## src/rtl/io_loopback_tester.sv

```systemverilog
// N-channel IO loopback tester: one shared pattern generator, and per channel an RX synchroniser,
// a self-synchronising pattern checker, lock/error tracking and a gated rising-edge counter.
module io_loopback_tester #(
    parameter int N_CH        = 5,
    parameter int CNT_W       = 32,
    parameter int GATE_CYCLES = 50000000,
    parameter int SYNC_STAGES = 2,
    parameter int LOCK_THRESH = 16
) (
    input  logic                                       clk,
    input  logic                                       rst,
    input  logic                                       en,
    input  logic [1:0]                                 mode,
    input  logic                                       clr,
    output logic [N_CH-1:0]                            tx_o,
    input  logic [N_CH-1:0]                            rx_i,
    output logic [N_CH-1:0]                            lock,
    output logic                                       gate_tick,
    input  logic [((N_CH > 1) ? $clog2(N_CH) : 1)-1:0] rd_sel,
    output logic [CNT_W-1:0]                           rd_err_cnt,
    output logic [CNT_W-1:0]                           rd_edge_cnt
);

    localparam int              SEL_W   = (N_CH > 1) ? $clog2(N_CH) : 1;
    localparam int              GATE_W  = (GATE_CYCLES > 1) ? $clog2(GATE_CYCLES) : 1;
    localparam int              RUN_W   = $clog2(LOCK_THRESH + 1);
    localparam logic [CNT_W-1:0] CNT_MAX = '1;
    localparam logic [14:0]     SEED    = '1;

    genvar gi;

    // ------------------------------------------------------------------
    // Shared generator
    // ------------------------------------------------------------------
    logic                   en_reg;
    logic [1:0]             mode_reg;
    logic [14:0]            lfsr_reg, lfsr_next, gen_src;
    logic                   tog_reg, tog_next, tog_src;
    logic                   tx_reg, tx_next;
    logic [SYNC_STAGES-1:0] restart_pipe_reg;
    logic                   restart, fill_clear, chk_clear;

    assign restart    = en & (~en_reg | (mode != mode_reg));
    // The history is refilled when the first post-restart bit reaches the end of the synchroniser,
    // so stale pre-restart bits never take part in a check.
    assign fill_clear = ~en | restart | restart_pipe_reg[SYNC_STAGES-1];
    assign chk_clear  = fill_clear | clr;

    always_comb begin
        gen_src   = restart ? SEED : lfsr_reg;
        tog_src   = restart ? 1'b0 : tog_reg;
        lfsr_next = SEED;
        tog_next  = 1'b0;
        tx_next   = 1'b0;
        if (en) begin
            case (mode)
                2'd0: begin
                    tx_next  = tog_src;
                    tog_next = ~tog_src;
                end
                2'd1: begin
                    tx_next   = gen_src[6];
                    lfsr_next = {gen_src[14:7], gen_src[5:0], gen_src[6] ^ gen_src[5]};
                end
                2'd2: begin
                    tx_next   = gen_src[14];
                    lfsr_next = {gen_src[13:0], gen_src[14] ^ gen_src[13]};
                end
                default: ;
            endcase
        end
    end

    always_ff @(posedge clk or posedge rst) begin
        if (rst) begin
            en_reg           <= 1'b0;
            mode_reg         <= 2'd0;
            lfsr_reg         <= SEED;
            tog_reg          <= 1'b0;
            tx_reg           <= 1'b0;
            restart_pipe_reg <= '0;
        end else begin
            en_reg           <= en;
            mode_reg         <= mode;
            lfsr_reg         <= lfsr_next;
            tog_reg          <= tog_next;
            tx_reg           <= tx_next;
            restart_pipe_reg <= {restart_pipe_reg[SYNC_STAGES-2:0], restart};
        end
    end

    assign tx_o = {N_CH{tx_reg}};

    // ------------------------------------------------------------------
    // Gate timer
    // ------------------------------------------------------------------
    logic [GATE_W-1:0] gate_reg, gate_next;

    assign gate_tick = (gate_reg == GATE_W'(GATE_CYCLES - 1));
    assign gate_next = (clr | gate_tick) ? '0 : gate_reg + GATE_W'(1);

    always_ff @(posedge clk or posedge rst) begin
        if (rst) gate_reg <= '0;
        else     gate_reg <= gate_next;
    end

    // ------------------------------------------------------------------
    // Per-channel receive, check and count
    // ------------------------------------------------------------------
    logic [CNT_W-1:0] err_cnt  [N_CH];
    logic [CNT_W-1:0] edge_lat [N_CH];

    generate
        for (gi = 0; gi < N_CH; gi++) begin : g_ch
            logic [SYNC_STAGES-1:0] sync_reg;
            logic [14:0]            hist_reg;
            logic [3:0]             fill_reg, fill_next;
            logic [RUN_W-1:0]       run_reg, run_next;
            logic                   lock_reg, lock_next;
            logic                   armed_reg, armed_next;
            logic [CNT_W-1:0]       err_reg, err_next;
            logic [CNT_W-1:0]       edge_run_reg, edge_run_next;
            logic [CNT_W-1:0]       edge_lat_reg, edge_lat_next;
            logic [CNT_W-1:0]       edge_sum;
            logic                   bit_in, rise, expected, filled, check_en;

            assign bit_in   = sync_reg[SYNC_STAGES-1];
            assign rise     = bit_in & ~hist_reg[0];
            assign check_en = en & filled & ~fill_clear;

            // Idle mode leaves filled low, which disables the checker.
            always_comb begin
                expected = 1'b0;
                filled   = 1'b0;
                case (mode_reg)
                    2'd0: begin
                        expected = ~hist_reg[0];
                        filled   = (fill_reg >= 4'd1);
                    end
                    2'd1: begin
                        expected = hist_reg[6] ^ hist_reg[5];
                        filled   = (fill_reg >= 4'd7);
                    end
                    2'd2: begin
                        expected = hist_reg[14] ^ hist_reg[13];
                        filled   = (fill_reg >= 4'd15);
                    end
                    default: ;
                endcase
            end

            always_comb begin
                fill_next     = fill_reg;
                run_next      = run_reg;
                lock_next     = lock_reg;
                armed_next    = armed_reg;
                err_next      = err_reg;
                edge_run_next = edge_run_reg;
                edge_lat_next = edge_lat_reg;
                edge_sum      = edge_run_reg;

                if (fill_clear)              fill_next = 4'd0;
                else if (fill_reg != 4'd15)  fill_next = fill_reg + 4'd1;

                if (check_en) begin
                    if (bit_in == expected) begin
                        if (run_reg != RUN_W'(LOCK_THRESH)) run_next = run_reg + RUN_W'(1);
                        if (run_next == RUN_W'(LOCK_THRESH)) begin
                            lock_next  = 1'b1;
                            armed_next = 1'b1;
                        end
                    end else begin
                        run_next  = '0;
                        lock_next = 1'b0;
                        if (armed_reg && err_reg != CNT_MAX) err_next = err_reg + CNT_W'(1);
                    end
                end
                if (chk_clear) begin
                    run_next   = '0;
                    lock_next  = 1'b0;
                    armed_next = 1'b0;
                end

                if (rise && edge_run_reg != CNT_MAX) edge_sum = edge_run_reg + CNT_W'(1);
                if (gate_tick) begin
                    edge_lat_next = edge_sum;
                    edge_run_next = '0;
                end else begin
                    edge_run_next = edge_sum;
                end

                if (clr) begin
                    err_next      = '0;
                    edge_run_next = '0;
                    edge_lat_next = '0;
                end
            end

            always_ff @(posedge clk or posedge rst) begin
                if (rst) begin
                    sync_reg     <= '0;
                    hist_reg     <= '0;
                    fill_reg     <= 4'd0;
                    run_reg      <= '0;
                    lock_reg     <= 1'b0;
                    armed_reg    <= 1'b0;
                    err_reg      <= '0;
                    edge_run_reg <= '0;
                    edge_lat_reg <= '0;
                end else begin
                    sync_reg     <= {sync_reg[SYNC_STAGES-2:0], rx_i[gi]};
                    hist_reg     <= {hist_reg[13:0], bit_in};
                    fill_reg     <= fill_next;
                    run_reg      <= run_next;
                    lock_reg     <= lock_next;
                    armed_reg    <= armed_next;
                    err_reg      <= err_next;
                    edge_run_reg <= edge_run_next;
                    edge_lat_reg <= edge_lat_next;
                end
            end

            assign lock[gi]     = lock_reg;
            assign err_cnt[gi]  = err_reg;
            assign edge_lat[gi] = edge_lat_reg;
        end
    endgenerate

    // ------------------------------------------------------------------
    // Readback: unused select codes read as zero
    // ------------------------------------------------------------------
    logic [CNT_W-1:0] err_pad  [2**SEL_W];
    logic [CNT_W-1:0] edge_pad [2**SEL_W];

    generate
        for (gi = 0; gi < 2**SEL_W; gi++) begin : g_pad
            if (gi < N_CH) begin : g_used
                assign err_pad[gi]  = err_cnt[gi];
                assign edge_pad[gi] = edge_lat[gi];
            end else begin : g_unused
                assign err_pad[gi]  = '0;
                assign edge_pad[gi] = '0;
            end
        end
    endgenerate

    logic [CNT_W-1:0] rd_err_reg, rd_edge_reg;

    always_ff @(posedge clk or posedge rst) begin
        if (rst) begin
            rd_err_reg  <= '0;
            rd_edge_reg <= '0;
        end else begin
            rd_err_reg  <= err_pad[rd_sel];
            rd_edge_reg <= edge_pad[rd_sel];
        end
    end

    assign rd_err_cnt  = rd_err_reg;
    assign rd_edge_cnt = rd_edge_reg;

endmodule

```

## config.mk

```make
export PLATFORM = sky130hd
export DESIGN_NAME = io_loopback_tester
export DESIGN_NICKNAME = d
export VERILOG_FILES = /design/src/rtl/io_loopback_tester.sv
export SDC_FILE = /design/constraint.sdc
export NUM_CORES = 2
export LEC_CHECK = 0
export CAP_MARGIN = 30
export CORE_MARGIN = 1.5
export CORE_UTILIZATION = 50
export DETAILED_ROUTE_END_ITERATION = 10
export GPL_TIMING_DRIVEN = 0
export PLACE_DENSITY = 0.67
export SLEW_MARGIN = 20
export SYNTH_ARGS = -nofsm -noshare
export SYNTH_HDL_FRONTEND = slang
export SYNTH_SLANG_ARGS = --single-unit
```

## constraint.sdc

```tcl
create_clock -name clk -period 32.3 [get_ports clk]
set_input_delay 3.23 -clock clk [delete_from_list [all_inputs] [get_ports clk]]
set_output_delay 3.23 -clock clk [all_outputs]
set_load 0.005 [all_outputs]
```

# ---- Word level (Yosys, flattened, before mapping)
# Index checks and enable logic that the tools add are counted.
dict set report totals {
  register_bits 732
  in_bits 14
  out_inout_bits 75
  elab_cells 383
}
dict set report op_classes {
  n_addsub 21
  n_lt_le_gt_ge 16
  n_eq_ne 46
  mux 145
  n_bitwise 43
  n_reduce_logical 58
}
# cell count
set op_table {}
lappend op_table {{$mux W32} 49}
lappend op_table {{$add A32 B1 Y32 const B} 10}
lappend op_table {{$ne A32 B32 Y1 const B} 10}
lappend op_table {{$bmux W32 S3} 2}
lappend op_table {{$mux W5} 30}
lappend op_table {{$reduce_bool A2 Y1} 31}
lappend op_table {{$mux W4} 10}
lappend op_table {{$mux W1} 39}
lappend op_table {{$pmux W1 S3} 11}
lappend op_table {{$mux W15} 2}
lappend op_table {{$pmux W15 S2} 1}
lappend op_table {{$reduce_and A3 Y1} 10}
lappend op_table {{$add A26 B1 Y26 const B} 1}
lappend op_table {{$eq A26 B26 Y1 const B} 1}
lappend op_table {{$mux W26} 1}
lappend op_table {{$add A5 B1 Y5 const B} 5}
lappend op_table {{$eq A5 B5 Y1 const B} 5}
lappend op_table {{$ne A5 B5 Y1 const B} 5}
lappend op_table {{$ge A4 B4 Y1 const B} 6}
lappend op_table {{$add A4 B1 Y4 const B} 5}
lappend op_table {{$ge A4 B1 Y1 const B} 5}
lappend op_table {{$ge A4 B3 Y1 const B} 5}
lappend op_table {{$ne A4 B4 Y1 const B} 5}
lappend op_table {{$and A1 B1 Y1} 16}
lappend op_table {{other kinds (13)} 64}

# ---- Longest topological paths before layout
dict set report logic_depth {
  word_depth 13
  mapped_depth 11
  mapped_depth_nobuf 8
}

# ---- Worst setup path before layout
# Ideal clock, no wire load.
dict set report synth_path {
  path_type {register to output}
  start {register gate_reg[2]}
  end {output port gate_tick}
  t_arrival_ns 2.024
  required_ns 29.070
  path_slack_ns 27.046
  path_stages_with_launch 9
  n_path_buf 4
  cell_sequence {dfrtp_1 and4_1 clkbuf_1 nand3_1 or4_1 clkbuf_1 inv_2 buf_2 buf_2}
}
dict set report synth_between {
  elab_chain_cells 1
}
# element line
set synth_lines {}
lappend synth_lines {{from (decl)} 97} ;# logic [GATE_W-1:0] gate_reg, gate_next;
lappend synth_lines {{from (signal assigned)} 104} ;# else gate_reg <= gate_next;
lappend synth_lines {{$eq A26 B26 Y1} 99} ;# assign gate_tick = (gate_reg == GATE_W'(GATE_CYCLES - 1));
lappend synth_lines {{to (decl)} 18} ;# output logic gate_tick,
# No other way between the ends.

# ---- Worst setup path after layout
# Ends and elaborated chain as after synthesis.

==> flow_summary_export.csv <==
group,metric,value,unit
setup_path,crit-reg2reg-launch,"mode_reg[0]$_DFF_PP0_",
setup_path,timing.critical_path.required,29070,ps
sta,layout_setup_ws,24980,ps
clocking,cts.reportedPaths.clkPinSlew,60,ps
route,wirelength,102,mm
setup_path,r2r.worst_path.cells,9,
sta,worst_hold_slack,338,ps
min_path,worstHoldPathType,"flip-flop to flip-flop",
route,drtAntennaViolNets,0,
sta,setup-violations-final,0,
logic_synthesis,synth.net_count,3728,
clocking,clock_sink_count,732,
setup_path,critPathMaxFanout,10,
clocking,numCtsBuffers,80,
sta,finalClockSkew,32.9,ps
route,routed-wl-met3,5.89,mm
placement,finalWeightedCongestion,0.989,
setup_path,timing.critical_path.cells,"and4_1 > clkbuf_1 > nand3_1 > or4_1 > clkbuf_1 > inv_2 > buf_2 > buf_2 > clkdlybuf4s50_1",
clocking,post_cts.resized_instances,0,
setup_path,critPathSlowestCell,"sky130_fd_sc_hd__clkdlybuf4s50_1",
setup_path,timing.setup.critical_path_class,"flip-flop to output pin",
sta,slew-limit-headroom,31.2,%
sta,slew_viol_final,0,
finish,final_cell_mix,"sky130_fd_sc_hd__dfrtp_1 (717), sky130_fd_sc_hd__nor2_1 (586), sky130_fd_sc_hd__a21oi_1 (199)",
grt,grt_pass1_vias,28100,
job,count_of_max_cap_constraint_violations,0,
grt,antenna_found_initial,1,
logic_synthesis,synthesis.yosys.warnings,0,
sta,max_slew.worst_pin.slew,1030,ps
min_path,timing.hold.worst.start,"g_ch[1].hist_reg[2]$_DFF_PP0_",
sta,timing.final.crit_share,22.6,%
finish,ant_diodes,0,
logic_synthesis,ys_types,81,
setup_path,cpPeakStageDelay,660,ps
setup_path,worstSetupEndpointType,"output pin",
clocking,cts_hold_buffers,0,
clocking,post-cts-setup-buffers,0,
setup_path,critPathLaunchType,"flip-flop",
route,routed-wl-met2,45.6,mm
power_and_ir_drop,leakage,16.8,nW
floorplanning,starting_utilization_of_the_core_area,50.5,%
clocking,worst_skew_pair.late_latency,640,ps
setup_path,critPathArrivalTime,4090,ps
route,pre_antenna_drt_iters,6,
power_and_ir_drop,power_density,48.2,nW/um^2
placement,pre_cts_ws,25650,ps
route,top_layer_used,"met4",
min_path,hold-path-endpoint,"g_ch[1].hist_reg[3]$_DFF_PP0_",
logic_synthesis,syn_std_cell_area,36000,um^2
logic_synthesis,synth_top_flop_cell,"sky130_fd_sc_hd__dfrtp_1",
route,drc_errors,0,
sta,max_clock_freq,137,MHz
floorplanning,core_region_area,71400,um^2
grt,overflow_left_after_global_routing,0,
logic_synthesis,synth-edff-count,0,
setup_path,cp_top_family,"buffers and inverters",
finish,fillerInstances,6298,
floorplanning,design.portCount,89,
finish,layout.nets,3914,
clocking,clk_path_buf_depth,3,
setup_path,r2r_slack,28720,ps
sta,unrepaired_setup_endpoints_after_global_routing,"false",
clocking,clock_tree.root_cell,"sky130_fd_sc_hd__clkbuf_16",
logic_synthesis,netlist_instances,3674,
grt,grt_first_pass_wirelength,160,mm
setup_path,timing.critical_path.buf_inv,6,
sta,hold_viol,0,
finish,finish.utilization,57.7,%
sta,totalNegativeSetupSlack,0,ps
floorplanning,die_wd,271,um
route,drt_iter0_drc,2942,
logic_synthesis,synth.yosys.seq_area_share,50.9,%
sta,finalWorstPathRequiredPeriod,7320,ps
finish,drive_gt1_share,7.59,%
clocking,cts_tree,"built",
finish,layout_commonest_cell,"sky130_fd_sc_hd__dfrtp_1",
placement,detailedPlacementHpwl,73.4,mm
logic_synthesis,synth.avg_cell_area,9.80,um^2
finish,post_synthesis_to_final_layout_area_growth,14.3,%
placement,io_buffer_count,88,
grt,track_usage,27.7,%
setup_path,r2r-end,"g_ch[0].err_reg[14]$_DFFE_PP0P_",
min_path,worst_hold_path.num_cells,0,
grt,grt_start_max_net_pins,108,
power_and_ir_drop,ir_worst_vdd,0.0393,mV
floorplanning,rows,98,
run_status,run_status,"complete, no violations",
clocking,number_of_levels_the_h_tree_was_split_into,3,
logic_synthesis,flip_flop_and_latch_count_after_synthesis,732,
floorplanning,design.die.area,73700,um^2
logic_synthesis,asyncSetResetFlopFracSynth,100,%
route,mean_number_of_vias_per_cell,5.96,
route,wl_per_cell,20.9,um
route,detail_route.wirelength.met1,45.7,mm
route,dr_total_vias,29100,
floorplanning,die_height,271,um
## cell families (layout without fill, tap and decap cells)
family,after synthesis,after routing,share of synthesized area (%)
fa+ha+maj,40,40,1.39
buf+inv,299,551,3.45
mux,177,177,5.03
simple gates,1555,1555,22.2
flops,732,732,50.9
xor+xnor,225,225,5.47
compound gates,646,646,11.5
## final cells by class
class / instances / area, um^2 / area share [%]
repair buffers: 104 / 1150 / 2.79
inverters: 72 / 278 / 0.675
clock inverters: 37 / 472 / 1.15
plain buffers: 227 / 973 / 2.36
multi-input cells: 2643 / 16500 / 40.0
clock buffers: 111 / 2330 / 5.66
well taps: 950 / 1190 / 2.89
flip-flops and latches: 732 / 18300 / 44.5
## metal layers
metal | GRT usage, % | up-vias
met1 | 39.7 | 14400
li1 | - | 13600
met5 | 0 | -
met3 | 3.95 | 202
met4 | 12.5 | 0
met2 | 42.0 | 883
## synth_stat cells (all sizes together), types with 66 or more instances
master,n,area [um^2]
xnor2,111,972
and3,66,413
nand2,147,552
xor2,114,998
a21oi,199,996
buf,87,447
mux2i,145,1450
o22ai,66,413
inv,71,267
clkbuf,140,526
nor2,586,2200
nand3,171,856
nand4,131,820
a211oi,163,1240
nor3,80,417
dfrtp,717,17900
o21ai,85,425
## report_power, final
group / switching [mW] / internal (mW) / total [mW]
combinational: 0.0626 / 0.0210 / 0.0836
sequential: 0.00560 / 0.927 / 0.932
clock: 0.394 / 0.574 / 0.968
total: 0.462 / 1.52 / 1.98
## worst max-delay path by stage
stage	cells after the start	to	slack, ps	startpoint
floorplan	1	en_reg$_DFF_PP0_	8560	rst
global placement	2	g_ch[3].err_reg[6]$_DFFE_PP0P_	-150	rst
detailed placement	9	gate_tick	25650	gate_reg[2]$_DFF_PP0_
CTS	9	gate_tick	24970	gate_reg[2]$_DFF_PP0_
global route	9	gate_tick	24820	gate_reg[2]$_DFF_PP0_
finish	9	gate_tick	24980	gate_reg[2]$_DFF_PP0_
## stage by stage
stage	instances	cell area [um^2]	power, mW
2_1_floorplan	3674	36000	1.00
3_3_place_gp	4712	38100	1.03
3_5_place_dp	4725	38300	1.03
4_1_cts	4873	41100	2.00
5_1_grt	4876	41200	2.05
6_report	4876	41200	1.98
Note: power is estimated with default switching activity, not from simulation.
